$ cat src/rtl/tnn_neuron_scheduler_pkg.sv
// Shared types, defaults and operand-packing helper for the TNN neuron scheduler.
package tnn_sched_pkg;

  typedef enum logic [1:0] {
    IDLE = 2'd0,
    RUN  = 2'd1,
    DONE = 2'd2
  } sched_state_t;

  localparam int IN_W_DEFAULT = 3;

  // Bit offset of a neuron's operand inside a packed operand vector.
  function automatic int unsigned op_lsb(input int unsigned neuron, input int unsigned width);
    return neuron * width;
  endfunction

endpackage

$ cat src/rtl/tnn_neuron_scheduler_if.sv
// Job/result handshake, packed operand bus and shared-core port bundle.
interface tnn_neuron_scheduler_if
  import tnn_sched_pkg::*;
#(
  parameter int NUM_NEURONS = 6,
  parameter int IN_W        = IN_W_DEFAULT
);

  logic                        start_valid;
  logic                        start_ready;
  logic [NUM_NEURONS*IN_W-1:0] op_a;
  logic [NUM_NEURONS*IN_W-1:0] op_b;
  logic [NUM_NEURONS*IN_W-1:0] op_c;
  logic [IN_W-1:0]             core_a;
  logic [IN_W-1:0]             core_b;
  logic [IN_W-1:0]             core_c;
  logic                        core_out;
  logic                        res_valid;
  logic                        res_ready;
  logic [NUM_NEURONS-1:0]      res_bits;
  logic                        busy;

  modport slave (
    input  start_valid, op_a, op_b, op_c, core_out, res_ready,
    output start_ready, core_a, core_b, core_c, res_valid, res_bits, busy
  );

  modport master (
    output start_valid, op_a, op_b, op_c, core_out, res_ready,
    input  start_ready, core_a, core_b, core_c, res_valid, res_bits, busy
  );

endinterface

$ cat src/rtl/tnn_neuron_scheduler_operand_bank.sv
// Captured operand registers plus the registered per-neuron mux feeding the shared core.
module tnn_operand_bank
  import tnn_sched_pkg::*;
#(
  parameter int NUM_NEURONS = 6,
  parameter int IN_W        = IN_W_DEFAULT,
  parameter int IDX_W       = 3
) (
  input  logic                        clk,
  input  logic                        rst,
  input  logic                        i_load,
  input  logic                        i_sel_valid,
  input  logic [IDX_W-1:0]            i_sel_idx,
  input  logic [NUM_NEURONS*IN_W-1:0] i_op_a,
  input  logic [NUM_NEURONS*IN_W-1:0] i_op_b,
  input  logic [NUM_NEURONS*IN_W-1:0] i_op_c,
  output logic [IN_W-1:0]             o_core_a,
  output logic [IN_W-1:0]             o_core_b,
  output logic [IN_W-1:0]             o_core_c
);

  // Slots are padded to a power of two so any idx value selects a defined (zero) entry.
  localparam int DEPTH = 2 ** IDX_W;

  logic [DEPTH*IN_W-1:0] w_a_ext;
  logic [DEPTH*IN_W-1:0] w_b_ext;
  logic [DEPTH*IN_W-1:0] w_c_ext;
  logic [IN_W-1:0]       r_a [DEPTH];
  logic [IN_W-1:0]       r_b [DEPTH];
  logic [IN_W-1:0]       r_c [DEPTH];
  logic [IN_W-1:0]       r_core_a;
  logic [IN_W-1:0]       r_core_b;
  logic [IN_W-1:0]       r_core_c;

  assign w_a_ext = (DEPTH*IN_W)'(i_op_a);
  assign w_b_ext = (DEPTH*IN_W)'(i_op_b);
  assign w_c_ext = (DEPTH*IN_W)'(i_op_c);

  always_ff @(posedge clk) begin
    for (int i = 0; i < DEPTH; i++) begin
      if (rst) begin
        r_a[i] <= '0;
        r_b[i] <= '0;
        r_c[i] <= '0;
      end else if (i_load) begin
        r_a[i] <= w_a_ext[op_lsb(i, IN_W) +: IN_W];
        r_b[i] <= w_b_ext[op_lsb(i, IN_W) +: IN_W];
        r_c[i] <= w_c_ext[op_lsb(i, IN_W) +: IN_W];
      end
    end
  end

  // Neuron 0 comes straight from the inputs on the load edge; later neurons from the bank.
  always_ff @(posedge clk) begin
    if (rst) begin
      r_core_a <= '0;
      r_core_b <= '0;
      r_core_c <= '0;
    end else if (i_load) begin
      r_core_a <= i_op_a[IN_W-1:0];
      r_core_b <= i_op_b[IN_W-1:0];
      r_core_c <= i_op_c[IN_W-1:0];
    end else if (i_sel_valid) begin
      r_core_a <= r_a[i_sel_idx];
      r_core_b <= r_b[i_sel_idx];
      r_core_c <= r_c[i_sel_idx];
    end else begin
      r_core_a <= '0;
      r_core_b <= '0;
      r_core_c <= '0;
    end
  end

  assign o_core_a = r_core_a;
  assign o_core_b = r_core_b;
  assign o_core_c = r_core_c;

endmodule

$ cat src/rtl/tnn_neuron_scheduler.sv
// Time-multiplexes one shared TNN neuron core over NUM_NEURONS neurons per job,
// returning the collected 1-bit results over a valid/ready handshake.
module tnn_neuron_scheduler
  import tnn_sched_pkg::*;
#(
  parameter int NUM_NEURONS = 6,
  parameter int IN_W        = IN_W_DEFAULT
) (
  input logic                   clk,
  input logic                   rst,
  tnn_neuron_scheduler_if.slave bus
);

  localparam int IDX_W = (NUM_NEURONS > 1) ? $clog2(NUM_NEURONS) : 1;
  localparam logic [1:0] ST_IDLE = IDLE;
  localparam logic [1:0] ST_RUN  = RUN;
  localparam logic [1:0] ST_DONE = DONE;
  localparam logic [IDX_W-1:0] LAST_IDX = IDX_W'(NUM_NEURONS - 1);

  logic [1:0]             r_state;
  logic [IDX_W-1:0]       r_idx;
  logic [NUM_NEURONS-1:0] r_res;
  logic                   w_load;
  logic                   w_sel_valid;
  logic [IDX_W-1:0]       w_sel_idx;

  // The core operands for cycle idx+1 are registered during cycle idx.
  always_comb begin
    w_load      = 1'b0;
    w_sel_valid = 1'b0;
    w_sel_idx   = r_idx + IDX_W'(1);
    case (r_state)
      ST_IDLE: w_load      = bus.start_valid;
      ST_RUN:  w_sel_valid = (r_idx != LAST_IDX);
      default: w_sel_valid = 1'b0;
    endcase
  end

  always_ff @(posedge clk) begin
    if (rst) begin
      r_state <= ST_IDLE;
      r_idx   <= '0;
      r_res   <= '0;
    end else begin
      case (r_state)
        ST_IDLE: begin
          if (bus.start_valid) begin
            r_state <= ST_RUN;
            r_idx   <= '0;
            r_res   <= '0;
          end
        end
        ST_RUN: begin
          for (int i = 0; i < NUM_NEURONS; i++) begin
            if (r_idx == IDX_W'(i)) begin
              r_res[i] <= bus.core_out;
            end
          end
          if (r_idx == LAST_IDX) begin
            r_state <= ST_DONE;
          end else begin
            r_idx <= r_idx + IDX_W'(1);
          end
        end
        ST_DONE: begin
          if (bus.res_ready) begin
            r_state <= ST_IDLE;
          end
        end
        default: begin
          r_state <= ST_IDLE;
          r_idx   <= '0;
          r_res   <= '0;
        end
      endcase
    end
  end

  tnn_operand_bank #(
    .NUM_NEURONS (NUM_NEURONS),
    .IN_W        (IN_W),
    .IDX_W       (IDX_W)
  ) u_bank (
    .clk         (clk),
    .rst         (rst),
    .i_load      (w_load),
    .i_sel_valid (w_sel_valid),
    .i_sel_idx   (w_sel_idx),
    .i_op_a      (bus.op_a),
    .i_op_b      (bus.op_b),
    .i_op_c      (bus.op_c),
    .o_core_a    (bus.core_a),
    .o_core_b    (bus.core_b),
    .o_core_c    (bus.core_c)
  );

  assign bus.start_ready = (r_state == ST_IDLE);
  assign bus.res_valid   = (r_state == ST_DONE);
  assign bus.busy        = (r_state != ST_IDLE);
  assign bus.res_bits    = r_res;

endmodule
$ cat src/flat_wrapper.sv
// flat-port wrapper written by rule: the top's interface ports become plain ports
module tnn_neuron_scheduler_flat import tnn_sched_pkg::*;
#(
  parameter int NUM_NEURONS = 6,
  parameter int IN_W        = IN_W_DEFAULT
)
  (clk, rst, bus_start_valid, bus_op_a, bus_op_b, bus_op_c, bus_core_out, bus_res_ready, bus_start_ready, bus_core_a, bus_core_b, bus_core_c, bus_res_valid, bus_res_bits, bus_busy);
  tnn_neuron_scheduler_if #(.NUM_NEURONS(NUM_NEURONS), .IN_W(IN_W)) bus_i ();
  input logic clk;
  input logic rst;
  input wire logic [$bits(bus_i.start_valid)-1:0] bus_start_valid;
  input wire logic [$bits(bus_i.op_a)-1:0] bus_op_a;
  input wire logic [$bits(bus_i.op_b)-1:0] bus_op_b;
  input wire logic [$bits(bus_i.op_c)-1:0] bus_op_c;
  input wire logic [$bits(bus_i.core_out)-1:0] bus_core_out;
  input wire logic [$bits(bus_i.res_ready)-1:0] bus_res_ready;
  output wire logic [$bits(bus_i.start_ready)-1:0] bus_start_ready;
  output wire logic [$bits(bus_i.core_a)-1:0] bus_core_a;
  output wire logic [$bits(bus_i.core_b)-1:0] bus_core_b;
  output wire logic [$bits(bus_i.core_c)-1:0] bus_core_c;
  output wire logic [$bits(bus_i.res_valid)-1:0] bus_res_valid;
  output wire logic [$bits(bus_i.res_bits)-1:0] bus_res_bits;
  output wire logic [$bits(bus_i.busy)-1:0] bus_busy;
  assign bus_i.start_valid = bus_start_valid;
  assign bus_i.op_a = bus_op_a;
  assign bus_i.op_b = bus_op_b;
  assign bus_i.op_c = bus_op_c;
  assign bus_i.core_out = bus_core_out;
  assign bus_i.res_ready = bus_res_ready;
  assign bus_start_ready = bus_i.start_ready;
  assign bus_core_a = bus_i.core_a;
  assign bus_core_b = bus_i.core_b;
  assign bus_core_c = bus_i.core_c;
  assign bus_res_valid = bus_i.res_valid;
  assign bus_res_bits = bus_i.res_bits;
  assign bus_busy = bus_i.busy;
  tnn_neuron_scheduler #(.NUM_NEURONS(NUM_NEURONS), .IN_W(IN_W)) u_core (.clk(clk), .rst(rst), .bus(bus_i));
endmodule
$ cat config.mk
export PLATFORM = sky130hd
export DESIGN_NAME = tnn_neuron_scheduler_flat
export DESIGN_NICKNAME = d
export VERILOG_FILES = /design/src/rtl/tnn_neuron_scheduler_pkg.sv /design/src/rtl/tnn_neuron_scheduler_if.sv /design/src/rtl/tnn_neuron_scheduler_operand_bank.sv /design/src/rtl/tnn_neuron_scheduler.sv /design/src/flat_wrapper.sv
export SDC_FILE = /design/constraint.sdc
export NUM_CORES = 1
export LEC_CHECK = 0
export CAP_MARGIN = 20
export CORE_MARGIN = 4
export CORE_UTILIZATION = 45
export DETAILED_ROUTE_END_ITERATION = 6
export PLACE_DENSITY = 0.73
export SYNTH_ARGS = -nofsm -noshare
export SYNTH_HDL_FRONTEND = slang
export SYNTH_SLANG_ARGS = --single-unit
$ cat constraint.sdc
create_clock -name clk -period 7.7 [get_ports clk]
set_input_delay 2.31 -clock clk [delete_from_list [all_inputs] [get_ports clk]]
set_output_delay 2.31 -clock clk [all_outputs]
set_load 0.02 [all_outputs]
==> flow_summary.yaml, run 1 <==
status:
  status: "completed"
yosys:
  ys_ff_latch: 74
  syn-mean-instance-area_um2: 13.40
  synth_commonest_cells: "54 x edfxtp_1, 42 x and2_1, 20 x dfxtp_1, 18 x a21oi_1, 10 x mux2i_1"
  syn-instance-count: 248
  synthArstFlopShare_pct: 0
  yosys.area.top_type: "edfxtp_1"
  postSynth.topFlopCell: "edfxtp_1"
  synth_edf_count: 54
  yosysUniqueCellTypes: 34
  synth.most_common_cell: "edfxtp_1"
  synth_area_leaders: "edfxtp_1 49%, dfxtp_1 12%, and2_1 7.9%"
  yosys.area.top_type_share_pct: 48.80
  synthesis.nets: 312
  yosysSeqAreaShare_pct: 60.84
  syn-cell-area_um2: 3323
  synth_warnings: 0
layout:
  synthToLayoutAreaGrowth_pct: 31.10
  num-fill-cells: 596
  insertedDiodeCount: 0
  multi_input_area_um2: 1196
  layout.nets: 387
  register_area_um2: 2022
  design_area_um2: 4357
  drive_gt1_share_pct: 13.41
setup_path:
  end_kind: "output pin"
  path_class: "reg -> out"
  arrival_ns: 1.84
  reg2reg_slack_ns: 5.62
  timing.critical_path.fanout_max: 12
  cp-endpoint: "bus_busy"
  cp.required_ns: 5.39
  ff2ff_path_depth: 5
  r2r_end: "u_core.u_bank.o_core_b[0]"
  crit_start: "u_core.r_state[0]"
  r2r_start: "u_core.r_idx[1]"
  worstSetupStartpointType: "register"
detailed_routing:
  first_pass_iters: 4
  vias: 2071
  avgViaCountPerCell: 4.850
  drt_wl_total_um: 6044
  route.detailed.drc: 0
  post_drt_wl_per_cell_um: 14.15
  ant_nets: 0
  drtIter0Drc: 81
timing:
  fin_crit_sh_pct: 53.89
  hold_viol: 0
  setup_viol: 0
  worst_clock_skew_ns: 0.005281
  timing.final.ws_setup_ns: 3.551
  worst_pin_slew_ns: 0.7891
  holdWs_ns: 0.4788
  tns_ns: 0
  slew_viol_final: 0
  maxSlewHeadroom_pct: 47.39
  period_needed_ns: 4.150
  max_freq_mhz: 241.0
  rsz0062_at_grt: "false"
clock_network:
  clkTransAtPathRegs_ns: 0.08
  clockRootBuffer: "clkbuf_8"
  postCtsSetupBuffers: 0
  insertion_delay_ns: 0.34
  htree_levels: 3
  tritoncts: "built"
  numClockSinks: 74
  numCtsBuffers: 9
  cts_resized: 0
  clk_path_buf_depth: 2
  cts_hold_buf: 0
floorplan:
  die_x_um: 93.94
  pin_count: 77
  initial_utilization_pct: 46.06
  die-area_um2: 8824
  num_rows: 31
  floorplan.core_area_um2: 7214
  dieHeight_um: 93.94
place:
  place.detailed.hpwl_um: 4067
  dpl_cell_area_um2: 4133
  port_buffers: 76
  finalWeightedCongestion: 0.8137
  pre_cts_ws_ns: 3.207
global_routing:
  track_usage_pct: 14.96
  first_global_vias: 2133
  grt_max_degree: 56
  grt_overflow: 0
  grt_pass1_wl_um: 10020
  antenna_found_initial: 0
power_and_ir_drop:
  p_leak_nw: 1.575
  ir_worst_vdd_mv: 0.09869
  p_per_area_nw_per_um2: 207.2
job:
  cap_violations: 0
min_path:
  hp-class: "reg -> reg"
  min-delay-start: "u_core.bus.res_bits[1]"
[routing by layer]
layer,part of all wire (%),vias to the layer above,track usage [%]
li1,-,1042,-
met4,1.4,0,5.174
met1,43,954,18.83
met2,49,64,24.25
met5,0,-,0
met3,6.7,11,4.888
[final cells by class]
type / count / area share, %
clock inverters: 6 / 1.522
multi-input cells: 155 / 27.46
well taps: 99 / 2.843
flip-flops and latches: 74 / 46.41
repair buffers: 79 / 18.27
inverters: 4 / 0.3446
clock buffers: 10 / 3.159
[stage by stage]
step | total power, W | std cells | utilization (%)
floorplan | 0.0005549 | 248 | -
global placement | 0.0006075 | 410 | 57.28
detailed placement | 0.0006112 | 410 | 57.28
CTS | 0.0009122 | 426 | 60.11
global route | 0.0009480 | 427 | 60.39
finish | 0.0009027 | 427 | 60.39
[kinds of logic (layout without fill, tap and decap cells)]
group	Yosys count	after routing	synth area share, %
compound gates	40	40	7.267
mux	19	19	9.111
fa+ha+maj	5	5	1.883
simple gates	91	91	17.70
buf+inv	19	99	3.200
flops	74	74	60.84
[layout by cell type, fill, tap and decap left out, types with 2 or more instances in the layout]
master	instances
and2_4	4
clkinvlp_4	3
clkdlybuf4s50_1	76
dfxtp_1	20
and2_2	8
o31ai_1	4
ha_1	5
mux2i_1	10
mux4_2	9
nor2b_1	4
o21bai_1	9
nand2b_1	5
o21ai_0	6
nand2_1	3
buf_4	2
and2b_1	2
nor2_1	7
clkbuf_8	10
a21oi_1	18
inv_1	4
and2_1	42
nor3_1	9
edfxtp_1	54
[flip-flops by register name, summed over array words and instances, names as in the netlist]
register                flops
u_core.r_state              2
u_core.u_bank.o_core_a      3
u_core.u_bank.r_c          18
u_core.bus.res_bits         6
u_core.r_idx                3
u_core.u_bank.r_a          18
u_core.u_bank.o_core_c      3
u_core.u_bank.o_core_b      3
u_core.u_bank.r_b          18
[worst min path at each step]
stage / depth (start not counted) / slack [ns] / end
after CTS: 2 / 0.49 / u_core.bus.res_bits[1]
final: 2 / 0.48 / u_core.bus.res_bits[1]
after global placement: 2 / 0.46 / u_core.bus.res_bits[3]
after global routing: 2 / 0.52 / u_core.bus.res_bits[1]
after floorplan: 2 / 0.52 / u_core.r_idx[1]
after detailed placement: 2 / 0.47 / u_core.bus.res_bits[1]
[where the power goes]
part           internal (W)  switching (W)
Combinational     0.0000722      0.0000573
Clock              0.000158       0.000143
Sequential         0.000462      0.0000106
[critical path: stages, from the launching register on]
cell             delay, ns
dfxtp_1               0.65
nor2_1                0.16
inv_1                 0.08
clkdlybuf4s50_1       0.60
(Power assumes the default switching activity.)
==> run 2, diff against run 1 <==
clock period = 3.95 ns   (was 7.7 ns; I/O delays follow)
==> run 2 against run 1 <==
Critical path depth is the same. Count of clock-buffer cells in the layout is the same. Worst hold slack lost 0.0045 ns. Critical path type unchanged.
==> flow_summary.yaml, run 2 (synthesis results as in run 1) <==
detailed_routing:
  drt_wl_total_um: 6097
  ant_nets: 0
  first_pass_iters: 4
  drtIter0Drc: 118
  vias: 2043
  post_drt_wl_per_cell_um: 14.28
  avgViaCountPerCell: 4.785
  route.detailed.drc: 0
place:
  port_buffers: 76
  place.detailed.hpwl_um: 4123
  finalWeightedCongestion: 0.8234
  placed_cells: 411
setup_path:
  timing.critical_path.fanout_max: 12
  cp_cell_sequence: "nor2_1, inv_1, clkdlybuf4s50_1"
  cp_top_family: "buffers and inverters"
  worstSetupStartpointType: "register"
  reg2reg_slack_ns: 1.58
  end_kind: "output pin"
  slowest_delay_ns: 0.64
  cp.required_ns: 2.76
  arrival_ns: 1.83
  cp_slowest_cell: "dfxtp_1"
  critPathBufInv: 2
  path_class: "reg -> out"
layout:
  synthToLayoutAreaGrowth_pct: 31.02
  drive_gt1_share_pct: 13.11
  reg_top3: "u_core.u_bank.r_a (18), u_core.u_bank.r_b (18), u_core.u_bank.r_c (18)"
  register_area_um2: 2022
  mostFrequentLayoutCells: "76 x clkdlybuf4s50_1, 54 x edfxtp_1, 42 x and2_1"
  num-fill-cells: 596
  layoutNonFillerInstCount: 427
  insertedDiodeCount: 0
  multi_input_area_um2: 1196
  final_common_cell: "clkdlybuf4s50_1"
  layout.nets: 387
  final_util_pct: 60.35
power_and_ir_drop:
  p_per_area_nw_per_um2: 406.0
  finalPower_w: 0.001768
  ir_worst_vdd_mv: 0.1855
  p_clk_share_pct: 33.7
  switching_power_w: 0.0004170
  p_comb_share_pct: 14.1
  p_leak_nw: 1.581
  switching_share_pct: 23.59
  power.internal_w: 0.001351
  pwr-share-seq_pct: 52.2
floorplan:
  initial_utilization_pct: 46.06
  die-area_um2: 8824
  dieHeight_um: 93.94
  floorplan.core_area_um2: 7214
  die_x_um: 93.94
  pin_count: 77
  num_rows: 31
min_path:
  hp-class: "reg -> reg"
job:
  cap_violations: 0
timing:
  maxSlewHeadroom_pct: 46.80
  hold_viol: 0
  holdWs_ns: 0.4743
  slew_viol_final: 0
  rsz0062_at_grt: "false"
  worst_clock_skew_ns: 0.005134
  max_freq_mhz: 332.2
  tns_ns: 0
  fin_crit_sh_pct: 76.22
  worst_pin_slew_ns: 0.7980
  setup_viol: 0
  period_needed_ns: 3.011
clock_network:
  clk_path_buf_depth: 2
  cts_hold_buf: 0
  cts_resized: 0
  postCtsSetupBuffers: 0
  tritoncts: "built"
  numCtsBuffers: 9
  clockRootBuffer: "clkbuf_8"
  htree_levels: 3
  numClockSinks: 74
  clkTransAtPathRegs_ns: 0.08
  insertion_delay_ns: 0.34
global_routing:
  grt_overflow: 0
  antenna_found_initial: 0
  grt_pass1_wl_um: 9970
  first_global_vias: 2134
  track_usage_pct: 15.05
  grt_max_degree: 56
status:
  status: "completed"
## run 2: path summary, 6_finish.rpt
path | depth (start not counted) | startpoint | end
max | 3 | u_core.r_state[0] | bus_busy
min | 2 | u_core.bus.res_bits[3] | u_core.bus.res_bits[3]
max reg2reg | 5 | u_core.r_idx[0] | u_core.u_bank.o_core_a[1]
min reg2reg | 2 | u_core.bus.res_bits[3] | u_core.bus.res_bits[3]
## run 2: cell type report
type	count	area share [%]
sequential	74	46.44
multi-input combinational	155	27.47
timing repair buffer	79	18.28
clock buffer	10	3.161
tap	99	2.845
clock inverter	6	1.466
inverter	4	0.3448
## run 2: power by group through the flow
stage          clock network (W)  registers, W  logic, W
6_report                0.000595      0.000923  0.000250
5_1_grt                 0.000645      0.000929  0.000274
2_1_floorplan                  0      0.000944  0.000138
3_3_place_gp                   0      0.000939  0.000249
3_5_place_dp                   0      0.000941  0.000254
4_1_cts                 0.000607      0.000924  0.000255
## run 2: worst reg2reg max path: stages, from the launching register on
cell and delay (ns):
dfxtp_1 0.59, inv_1 0.15, ha_1 0.84, mux4_2 0.42, a21oi_1 0.17, o21bai_1 0.07
## run 2: layer usage
| metal | up-vias | global-route usage (%) | part of all wire [%] |
|---|---|---|---|
| met2 | 60 | 24.42 | 49 |
| met4 | 0 | 7.581 | 2.2 |
| li1 | 1039 | - | - |
| met5 | - | 0 | 0 |
| met1 | 934 | 18.68 | 43 |
| met3 | 10 | 3.686 | 5.7 |
## run 2: per-stage QoR
stage               cell area (um2)  worst slack (ns)
finish                         4354            0.9394
global route                   4354            0.8208
CTS                            4354            0.9278
detailed placement             4153            0.9613
global placement               4153            0.9865
floorplan                      3323            0.9466
==> run 3, diff against run 2 <==
clock period = 2.9 ns   (was 3.95 ns; I/O delays follow)
==> run 3 against run 2 <==
Non-clock buffer count is 2 higher. Via count is 0.78% higher. Clock skew is 0.0011 ns higher. Register-to-register slack worse by 0.96 ns. Total power is 35% higher. Critical path depth stayed put. Utilization is 0.29 points higher. Global-route usage is 0.20 points lower. Worst setup slack worse by 0.72 ns. Sequential share of layout area is 0.23 points lower. Die area stayed put. Clock power is 30% higher. Critical endpoint unchanged.
==> flow_summary.yaml, run 3 (synthesis results as in run 1) <==
global_routing:
  grt_overflow: 0
  grt_pass1_wl_um: 9984
  track_usage_pct: 14.85
  antenna_found_initial: 0
  first_global_vias: 2132
  grt_max_degree: 56
clock_network:
  numClockSinks: 74
  clk_path_buf_depth: 2
  clockRootBuffer: "clkbuf_8"
  postCtsSetupBuffers: 0
  cts_resized: 0
  clkTransAtPathRegs_ns: 0.08
  htree_levels: 3
  tritoncts: "built"
  insertion_delay_ns: 0.34
  numCtsBuffers: 9
  cts_hold_buf: 0
timing:
  slew_viol_final: 0
  tns_ns: 0
  rsz0062_at_grt: "false"
  setup_viol: 0
  period_needed_ns: 2.676
  timing.final.ws_setup_ns: 0.2241
  maxSlewHeadroom_pct: 48.34
  worst_pin_slew_ns: 0.7749
  worst_clock_skew_ns: 0.006240
  max_freq_mhz: 373.7
  hold_viol: 0
  fin_crit_sh_pct: 92.27
setup_path:
  cp_cell_sequence: "nor2_1, inv_1, clkdlybuf4s50_1"
  cp_slowest_cell: "dfxtp_1"
  critPathBufInv: 2
  arrival_ns: 1.81
  end_kind: "output pin"
  timing.critical_path.fanout_max: 12
  cp_top_family: "buffers and inverters"
  slowest_delay_ns: 0.63
  worstSetupStartpointType: "register"
  path_class: "reg -> out"
  cp.required_ns: 2.03
floorplan:
  pin_count: 77
  num_rows: 31
  die_x_um: 93.94
  initial_utilization_pct: 46.06
  dieHeight_um: 93.94
  die-area_um2: 8824
  floorplan.core_area_um2: 7214
layout:
  drive_gt1_share_pct: 13.64
  layout.nets: 389
  final_common_cell: "clkdlybuf4s50_1"
  final_util_pct: 60.65
  multi_input_area_um2: 1196
  insertedDiodeCount: 0
  reg_top3: "u_core.u_bank.r_a (18), u_core.u_bank.r_b (18), u_core.u_bank.r_c (18)"
  register_area_um2: 2022
  mostFrequentLayoutCells: "76 x clkdlybuf4s50_1, 54 x edfxtp_1, 42 x and2_1"
  num-fill-cells: 613
  synthToLayoutAreaGrowth_pct: 31.66
detailed_routing:
  ant_nets: 0
  post_drt_wl_per_cell_um: 14.13
  drt_wl_total_um: 6061
  avgViaCountPerCell: 4.800
  route.detailed.drc: 0
  vias: 2059
  first_pass_iters: 4
  drtIter0Drc: 72
status:
  status: "completed"
power_and_ir_drop:
  ir_worst_vdd_mv: 0.2293
  finalPower_w: 0.002382
  p_per_area_nw_per_um2: 544.4
  p_leak_nw: 1.587
place:
  pre_cts_ws_ns: 0.3234
  port_buffers: 76
  finalWeightedCongestion: 0.8157
  place.detailed.hpwl_um: 4152
min_path:
  hp-class: "reg -> reg"
job:
  cap_violations: 0
## run 3: per-layer routing
layer,GRT usage (%),routed length [um]
met2,24.36,2953
met1,18.93,2679
met5,0,0
met3,4.407,376
met4,4.693,51
## run 3: path summary, 6_finish.rpt
| kind | from | end | slack, ns | depth (start not counted) |
|---|---|---|---|---|
| worst max-delay path | u_core.r_state[0] | bus_busy | 0.22 | 3 |
| worst min-delay path | u_core.bus.res_bits[1] | u_core.bus.res_bits[1] | 0.48 | 2 |
| worst min register to register | u_core.bus.res_bits[1] | u_core.bus.res_bits[1] | 0.48 | 2 |
| worst max register to register | u_core.r_idx[0] | u_core.u_bank.o_core_b[2] | 0.62 | 6 |
## run 3: metrics by stage
stage / hold slack, ns / instances / cell area (um2)
after global placement: 0.4614 / 413 / 4180
after detailed placement: 0.4687 / 413 / 4180
final: 0.4802 / 429 / 4375
after CTS: 0.4795 / 429 / 4375
after global routing: 0.5161 / 429 / 4375
after floorplan: 0.5180 / 248 / 3323
## run 3: cell type report
| type | instances | area share [%] |
|---|---|---|
| timing repair buffer | 81 | 18.82 |
| clock buffer | 10 | 2.917 |
| sequential | 74 | 46.21 |
| multi-input combinational | 155 | 27.34 |
| inverter | 4 | 0.3432 |
| tap | 99 | 2.831 |
| clock inverter | 6 | 1.544 |
## run 3: report_power, final
group / switching [W] / total (W) / internal [W]
combinational: 0.000154 / 0.000352 / 0.000198
sequential: 0.0000288 / 0.00125 / 0.00123
clock: 0.000377 / 0.000776 / 0.000399
## run 3: worst register-to-register path: stages (launching register included)
cell and delay [ns]:
dfxtp_1 0.34, buf_4 0.22, inv_1 0.11, ha_1 0.81, mux4_2 0.42, a21oi_1 0.19, o21bai_1 0.08
